--- src/rtl/dump_pkg.sv ---
// Shared types for the state readback engine: stream tag encoding and FSM state encoding.
package dump_pkg;

  localparam int unsigned TAG_W = 2;
  localparam int unsigned ST_W  = 3;

  typedef enum logic [TAG_W-1:0] {
    TAG_REG  = 2'd0,
    TAG_MEM  = 2'd1,
    TAG_CSUM = 2'd2
  } tag_e;

  // FSM state encoding
  localparam logic [ST_W-1:0] ST_IDLE     = 3'd0;
  localparam logic [ST_W-1:0] ST_RF_REQ   = 3'd1;
  localparam logic [ST_W-1:0] ST_RF_OUT   = 3'd2;
  localparam logic [ST_W-1:0] ST_DM_REQ   = 3'd3;
  localparam logic [ST_W-1:0] ST_DM_OUT   = 3'd4;
  localparam logic [ST_W-1:0] ST_CSUM_OUT = 3'd5;
  localparam logic [ST_W-1:0] ST_DONE     = 3'd6;

endpackage

--- src/rtl/dump_csum.sv ---
// Running modulo-2^XLEN sum of handshaked stream words; only built with DUMP_CHECKSUM_EN.
module dump_csum #(
  parameter int unsigned XLEN = 32
) (
  input  logic            clk,
  input  logic            rst,
  input  logic            clr,
  input  logic            add_en,
  input  logic [XLEN-1:0] add_data,
  output logic [XLEN-1:0] sum
);

  always_ff @(posedge clk) begin
    if (rst || clr) begin
      sum <= '0;
    end else if (add_en) begin
      sum <= sum + add_data;
    end
  end

endmodule

--- src/rtl/mem_dump_unit.sv ---
// Post-run readback: streams the register file, then a data-memory window, over valid/ready.
// Define DUMP_CHECKSUM_EN to append a trailing checksum word (tag 2).
module mem_dump_unit
  import dump_pkg::*;
#(
  parameter int unsigned XLEN     = 32,
  parameter int unsigned NUM_REGS = 32,
  parameter int unsigned DMEM_AW  = 8
) (
  input  logic                        clk,
  input  logic                        rst,
  input  logic                        start,
  input  logic [DMEM_AW-1:0]          mem_base,
  input  logic [DMEM_AW:0]            mem_words,
  output logic                        busy,
  output logic                        done,
  output logic [$clog2(NUM_REGS)-1:0] rf_raddr,
  input  logic [XLEN-1:0]             rf_rdata,
  output logic [DMEM_AW-1:0]          dm_raddr,
  input  logic [XLEN-1:0]             dm_rdata,
  output logic                        dout_valid,
  input  logic                        dout_ready,
  output logic [XLEN-1:0]             dout_data,
  output logic [TAG_W-1:0]            dout_tag,
  output logic [DMEM_AW-1:0]          dout_index,
  output logic                        dout_last
);

  localparam int unsigned RF_AW = $clog2(NUM_REGS);
  localparam int unsigned IDX_W = DMEM_AW + 1;
`ifdef DUMP_CHECKSUM_EN
  localparam bit CSUM_EN = 1'b1;
`else
  localparam bit CSUM_EN = 1'b0;
`endif

  logic [ST_W-1:0]    state, state_nxt;
  logic [IDX_W-1:0]   idx, idx_nxt;
  logic [DMEM_AW-1:0] base_q, base_nxt;
  logic [IDX_W-1:0]   words_q, words_nxt;
  logic [RF_AW-1:0]   rf_raddr_nxt;
  logic [DMEM_AW-1:0] dm_raddr_nxt, index_nxt;
  logic [TAG_W-1:0]   tag_nxt;
  logic               busy_nxt, done_nxt, valid_nxt, last_nxt;
  logic               hs, rf_last, mem_last, no_mem, enter_post;

  assign hs       = dout_valid && dout_ready;
  assign rf_last  = (idx == IDX_W'(NUM_REGS - 1));
  assign mem_last = (idx == (words_q - IDX_W'(1)));
  assign no_mem   = (words_q == '0);

  // Next state and next registered outputs
  always_comb begin
    state_nxt    = state;
    idx_nxt      = idx;
    base_nxt     = base_q;
    words_nxt    = words_q;
    rf_raddr_nxt = rf_raddr;
    dm_raddr_nxt = dm_raddr;
    index_nxt    = dout_index;
    tag_nxt      = dout_tag;
    busy_nxt     = busy;
    done_nxt     = 1'b0;
    valid_nxt    = dout_valid;
    last_nxt     = dout_last;
    enter_post   = 1'b0;

    case (state)
      ST_IDLE: begin
        if (start) begin
          base_nxt     = mem_base;
          words_nxt    = mem_words;
          idx_nxt      = '0;
          rf_raddr_nxt = '0;
          busy_nxt     = 1'b1;
          state_nxt    = ST_RF_REQ;
        end
      end
      ST_RF_REQ: begin
        valid_nxt = 1'b1;
        tag_nxt   = TAG_REG;
        index_nxt = DMEM_AW'(idx);
        last_nxt  = !CSUM_EN && rf_last && no_mem;
        state_nxt = ST_RF_OUT;
      end
      ST_RF_OUT: begin
        if (hs) begin
          valid_nxt = 1'b0;
          last_nxt  = 1'b0;
          if (rf_last) begin
            idx_nxt = '0;
            if (no_mem) begin
              enter_post = 1'b1;
            end else begin
              dm_raddr_nxt = base_q;
              state_nxt    = ST_DM_REQ;
            end
          end else begin
            idx_nxt      = idx + IDX_W'(1);
            rf_raddr_nxt = RF_AW'(idx + IDX_W'(1));
            state_nxt    = ST_RF_REQ;
          end
        end
      end
      ST_DM_REQ: begin
        valid_nxt = 1'b1;
        tag_nxt   = TAG_MEM;
        index_nxt = dm_raddr;
        last_nxt  = !CSUM_EN && mem_last;
        state_nxt = ST_DM_OUT;
      end
      ST_DM_OUT: begin
        if (hs) begin
          valid_nxt = 1'b0;
          last_nxt  = 1'b0;
          if (mem_last) begin
            enter_post = 1'b1;
          end else begin
            idx_nxt      = idx + IDX_W'(1);
            dm_raddr_nxt = dm_raddr + DMEM_AW'(1);
            state_nxt    = ST_DM_REQ;
          end
        end
      end
`ifdef DUMP_CHECKSUM_EN
      ST_CSUM_OUT: begin
        if (hs) begin
          valid_nxt = 1'b0;
          last_nxt  = 1'b0;
          done_nxt  = 1'b1;
          state_nxt = ST_DONE;
        end
      end
`endif
      ST_DONE: begin
        busy_nxt  = 1'b0;
        state_nxt = ST_IDLE;
      end
      default: state_nxt = ST_IDLE;
    endcase

    // Leaving the memory phase: checksum word if built in, otherwise finish
    if (enter_post) begin
`ifdef DUMP_CHECKSUM_EN
      valid_nxt = 1'b1;
      tag_nxt   = TAG_CSUM;
      index_nxt = '0;
      last_nxt  = 1'b1;
      state_nxt = ST_CSUM_OUT;
`else
      done_nxt  = 1'b1;
      state_nxt = ST_DONE;
`endif
    end
  end

  always_ff @(posedge clk) begin
    if (rst) begin
      state      <= ST_IDLE;
      idx        <= '0;
      base_q     <= '0;
      words_q    <= '0;
      rf_raddr   <= '0;
      dm_raddr   <= '0;
      dout_index <= '0;
      dout_tag   <= '0;
      busy       <= 1'b0;
      done       <= 1'b0;
      dout_valid <= 1'b0;
      dout_last  <= 1'b0;
    end else begin
      state      <= state_nxt;
      idx        <= idx_nxt;
      base_q     <= base_nxt;
      words_q    <= words_nxt;
      rf_raddr   <= rf_raddr_nxt;
      dm_raddr   <= dm_raddr_nxt;
      dout_index <= index_nxt;
      dout_tag   <= tag_nxt;
      busy       <= busy_nxt;
      done       <= done_nxt;
      dout_valid <= valid_nxt;
      dout_last  <= last_nxt;
    end
  end

`ifdef DUMP_CHECKSUM_EN
  logic [XLEN-1:0] csum;

  dump_csum #(.XLEN(XLEN)) u_csum (
    .clk      (clk),
    .rst      (rst),
    .clr      (state == ST_IDLE && start),
    .add_en   (hs),
    .add_data (dout_data),
    .sum      (csum)
  );
`endif

  // Data passes straight from the read port while its address is held, so a
  // one-cycle registered memory lands in time as well as a combinational one.
  always_comb begin
    dout_data = '0;
    case (state)
      ST_RF_OUT: dout_data = rf_rdata;
      ST_DM_OUT: dout_data = dm_rdata;
`ifdef DUMP_CHECKSUM_EN
      ST_CSUM_OUT: dout_data = csum;
`endif
      default: dout_data = '0;
    endcase
  end

endmodule

--- config.mk ---
export PLATFORM = sky130hd
export DESIGN_NAME = mem_dump_unit
export DESIGN_NICKNAME = d
export VERILOG_FILES = /design/src/rtl/dump_pkg.sv /design/src/rtl/dump_csum.sv /design/src/rtl/mem_dump_unit.sv
export SDC_FILE = /design/constraint.sdc
export NUM_CORES = 1
export LEC_CHECK = 0
export BUFFER_PORTS_ARGS = -buffer_cell sky130_fd_sc_hd__buf_2
export CORE_ASPECT_RATIO = 1.5
export CORE_MARGIN = 5
export CORE_UTILIZATION = 25
export CTS_CLUSTER_SIZE = 16
export DETAILED_ROUTE_END_ITERATION = 8
export PLACE_DENSITY_LB_ADDON = 0.08
export SLEW_MARGIN = 5
export SYNTH_ARGS = -nofsm -noshare
export SYNTH_HDL_FRONTEND = slang
export SYNTH_SLANG_ARGS = --single-unit
--- constraint.sdc ---
create_clock -name clk -period 6.2 [get_ports clk]
set_input_delay 0 -clock clk [delete_from_list [all_inputs] [get_ports clk]]
set_output_delay 0 -clock clk [all_outputs]
set_load 0.02 [all_outputs]
* Yosys cells after proc, flatten, opt, wreduce, memory -nomap -nowiden
Index checks and enable logic that the tools add are counted. W data, S select, Z words.
Word-level totals: register bits 56, input bits 85, output and inout port bits 59, word-level logic and storage cells 99
Cells by class: add/subtract/negate cells 3, eq/ne operators 21, muxes and demuxes 39, reductions and logical operators 23
Operators by type and width (number):
- $pmux W32 S2 | 1
- $mux W9 | 5
- $mux W8 | 5
- $pmux W8 S2 | 2
- $pmux W9 S3 | 1
- $mux W3 | 7
- $mux W5 | 3
- $ne A3 B3 Y1 const B | 5
- $pmux W3 S5 | 1
- $reduce_and A5 Y1 | 3
- $ne A2 B2 Y1 const B | 7
- $pmux W5 S2 | 1
- $reduce_bool A2 Y1 | 5
- $add A9 B1 Y9 const B | 1
- $eq A9 B5 Y1 const B | 1
- $eq A9 B9 Y1 | 1
- $logic_not A9 Y1 | 1
- $sub A9 B1 Y9 const B | 1
- $add A8 B1 Y8 const B | 1
- $mux W1 | 8
- $reduce_and A2 Y1 | 4
- $eq A3 B2 Y1 const B | 2
- $eq A3 B3 Y1 const B | 2
- $pmux W1 S2 | 3
- other kinds (11) | 15

* Depth between registers and ports, before layout
word-level depth 7, depth in mapped cells 10, mapped depth without buffers 9

* Worst setup path after synthesis
No wires, ideal clock.
kind reg2reg, from reg words_q[0], to reg dm_raddr[0], setup time 0.075 ns, data arrival time 2.426 ns, data required time 6.125 ns, slack 3.700 ns, cell stages (with the launch flop) 11, path buffers 1, clock period less this slack 2.500 ns, path through dfxtp_1 inv_1 ha_1 or4b_4 or3_1 a32o_1 o21ai_2 and2_4 buf_8 mux2_2 a31oi_1
On the way: cells in the longest elaborated chain, start to end 4, elaborated cells on any way between the ends 6, those cells by class add/sub (1); eq/ne (3); reduce/logical (2)
Ends and longest elaborated chain:
- start, declared | line mem_dump_unit.sv:40 | logic [IDX_W-1:0] words_q, words_nxt;
- start signal, assigned | line mem_dump_unit.sv:175 | words_q <= words_nxt;
- $sub A9 B1 Y9 | line mem_dump_unit.sv:49 | assign mem_last = (idx == (words_q - IDX_W'(1)));
- $eq A9 B9 Y1 | line mem_dump_unit.sv:49
- $ne A2 B2 Y1 (no source line)
- $reduce_and A6 Y1 (no source line) *
- end signal, assigned | line mem_dump_unit.sv:177 | dm_raddr <= dm_raddr_nxt;
- end, declared | line mem_dump_unit.sv:19 | output logic [DMEM_AW-1:0] dm_raddr,
Every way passes the cells marked *; elsewhere a longest branch is shown, timed or not. A chain may end at the register's enable or synchronous reset.

* Worst setup path in the final report
from reg state[1], to reg dm_raddr[0]
On the way: cells in the longest elaborated chain, start to end 3, elaborated cells on any way between the ends 10, those cells by class eq/ne (7); mux (1); reduce/logical (2)
Ends and longest elaborated chain:
- start, declared | line mem_dump_unit.sv:37 | logic [ST_W-1:0] state, state_nxt;
- start signal, assigned | line mem_dump_unit.sv:172 | state <= state_nxt;
- $eq A3 B2 Y1 or $eq A3 B3 Y1 (tied branches) | line mem_dump_unit.sv:68 | case (state)
- $ne A2 B2 Y1 (no source line) or $reduce_bool A2 Y1 (tied branches)
- $reduce_and A6 Y1 (no source line)
Parallel ways exist; a longest one is shown, timed or not.

==> summary.txt <==
status -> completed
Final period util -> 44.8%
Slew Limit Headroom -> 27.0%
GRT met3 Usage -> 3.71%
Int Power -> 0.655 mW
global-route wire length before repair -> 17900 µm
Fin Hold WS -> 136 ps
unrepaired setup endpoints after global routing -> false
crit path time final -> 2780 ps
Max Fclk -> 360 MHz
worst reg2reg endpoint -> dm_raddr[0]
Worst-path clk slew -> 80 ps
layout cells sized above 1 -> 31.6%
post-synthesis net count -> 506
largest net degree at the start of global routing -> 54
Clk Latency, worst-skew pair -> 310 ps
Multi-input gate area -> 2020 µm²
postcts setup bufs -> 0
drt via density -> 4.95
GR met2 Demand/Resource -> 25.9%
most common cell in the netlist -> nand2_1
via count -> 3517
hold path start -> dout_ready
HPWL after DPL -> 8640 µm
met1 usage -> 15.6%
CP endpoint -> dm_raddr[0]
Flop pwr share -> 41.9%
number of synthesized flops with an enable pin -> 0
die span in x -> 104 µm
CTS tree -> yes
Hold Path Class -> input port to register
top cells by area, synth -> dfxtp_1, a22o_1, nand2_1
FFs w/ async S/R, synth -> 0%
initial antenna violation count -> 0
#FFs+latches synth -> 55
depth of the CTS H-tree -> 2
fill count -> 1414
register area share after synthesis -> 33.2%
worst-case reg-to-reg path depth -> 6
Core ar. -> 13000 µm²
post-cts resize count -> 0
CTS max path bufs -> 2
synth cell count leaders -> nand2_1, dfxtp_1, a21oi_1
Core Rows -> 51
Total GRT Usage -> 14.0%
Hold Vio Cnt, Final -> 0
Mapped Area -> 3320 µm²
Worst Setup End Kind -> register
max-slew violations -> 0
clock sink count -> 55
WL final -> 11400 µm
die height -> 151 µm
Total Nets Final -> 638
Port Buffers -> 142
crit path DAT -> 3010 ps
drt first pass iters -> 4
internal reg-to-reg setup slack -> 3420 ps
VDD IR max -> 0.0917 mV
DIE AREA -> 15700 µm²
switch share -> 30.8%
CTS Buf Count -> 5
max-cap viol count -> 0
Distinct cells, synth -> 65
Starting Density -> 25.5%
Synth Warn # -> 0
Top Usage Layer GRT -> met2
RePlAce Congestion -> 0.768
post-synthesis mux area share -> 3.66%
vias in the first global route -> 3395
Post-Synth Adder-Cell Area -> 1.13%
share of the synthesized area in the top cell type -> 33.2%
Root Buffer -> clkbuf_16
Main synth FF type -> dfxtp_1
Gate power share -> 23.0%
Tightest Pin Transition -> 1090 ps
FF+latch area -> 1100 µm²
ANT cells -> 0
compound-cell area share of the yosys netlist -> 28.6%
Synth Instances -> 418
setup TNS -> 0 ps
WL/cell -> 16.1 µm
Top Ports -> 144
WS Path Type -> register to register
Synth Area in XOR/XNOR -> 3.96%
power share of the clock group -> 35.2%
Leakage -> 1.86 nW
Critical path origin -> state[1]
Setup violations, final -> 0
Area Overhead vs Synth -> 32.7%
PwrDens -> 215 nW/µm²
Yosys top cell by area -> dfxtp_1
switching power total -> 0.291 mW
CP startpoint kind -> register
largest family of logic cells by synthesized area -> compound AO/OA/AOI/OAI gates
initial drt markers -> 178
RR Startpoint -> state[1]
clk_skew -> 10.3 ps
# DRC -> 0
Syn Area/Cell -> 7.94 µm²
CP Data Required Time -> 6430 ps
Pwr Total -> 0.947 mW
Simple-Gate Fraction of Synth Area -> 23.0%
DRT antenna net count -> 0
crit path max fanout -> 50
grt ovf -> 0
## placed cells by master (no fill, tap or decap), types with 5 or more instances in the layout
cell           instances
nor3_1                10
and3_1                 5
inv_1                  6
o21ai_0               15
buf_2                142
nand2_1               57
or3_1                  6
a211oi_1               8
nand3_1               12
o21ai_2                5
dlygate4sd3_1         17
a22o_1                32
dfxtp_1               55
clkbuf_16              5
a21oi_1               42
xnor2_1               11
mux2i_1               11
nor2_1                28
## power by group through the flow
stage	sequential (mW)	clock (mW)	combinational, mW
6_report	0.396	0.333	0.217
5_1_grt	0.400	0.360	0.240
4_1_cts	0.397	0.345	0.220
3_5_place_dp	0.405	0	0.211
3_3_place_gp	0.405	0	0.211
2_1_floorplan	0.399	0	0.143
## metrics by stage
step	cell area, µm²	instances	util (%)	setup slack, ps
after global routing	4400	710	33.8	3150
after detailed placement	4070	685	31.2	3390
after CTS	4400	710	33.8	3370
after floorplan	3320	418	-	3700
after global placement	4070	685	31.2	3470
final	4400	710	33.8	3420
## repair_timing
item	4_1_cts	5_1_grt
hold buffers	17	0
hold endpoints to repair	17	0
setup endpoints to repair	0	0
## sequential cells by signal, indices dropped and copies added, names as in the netlist, 3 cells and up
signal	count
rf_raddr	5
dout_index	8
words_q	9
idx	9
base_q	8
state	3
dm_raddr	8
## layout make-up
| cell class | instances | area share [%] |
|---|---|---|
| multi-input combinational | 321 | 45.8 |
| sequential | 55 | 25.0 |
| timing repair buffer | 161 | 20.3 |
| tap | 159 | 4.52 |
| clock buffer | 5 | 2.84 |
| clock inverter | 3 | 0.994 |
| inverter | 6 | 0.511 |
## metal layers
layer / vias to the layer above / share of wire, %
met1: 1614 / 40
li1: 1780 / -
met2: 112 / 51
met4: 0 / 1.7
met3: 11 / 6.7
met5: - / 0
## logic make-up (layout without fill, tap and decap cells)
logic type,count (synthesis),in the layout
simple gates,154,154
compound gates,136,136
flops,55,55
buf+inv,42,175
xor+xnor,15,15
mux,12,12
fa+ha+maj,3,3
other cells,1,1
## critical path: stages (launching register included)
cell and delay [ps]:
dfxtp_1 600, nor2_1 230, and2_2 810, o21ai_2 300
or3_1 370, mux2_2 260, a31oi_1 120
## worst min-delay path by stage
stage / to / slack, ps / cells after the start
6_report: state[1] / 140 / 3
5_1_grt: state[1] / 180 / 3
4_1_cts: state[1] / 150 / 3
3_5_place_dp: words_q[6] / 250 / 3
3_3_place_gp: words_q[2] / 240 / 3
2_1_floorplan: base_q[0] / 140 / 2
Note: power is estimated with default switching activity, not from simulation.
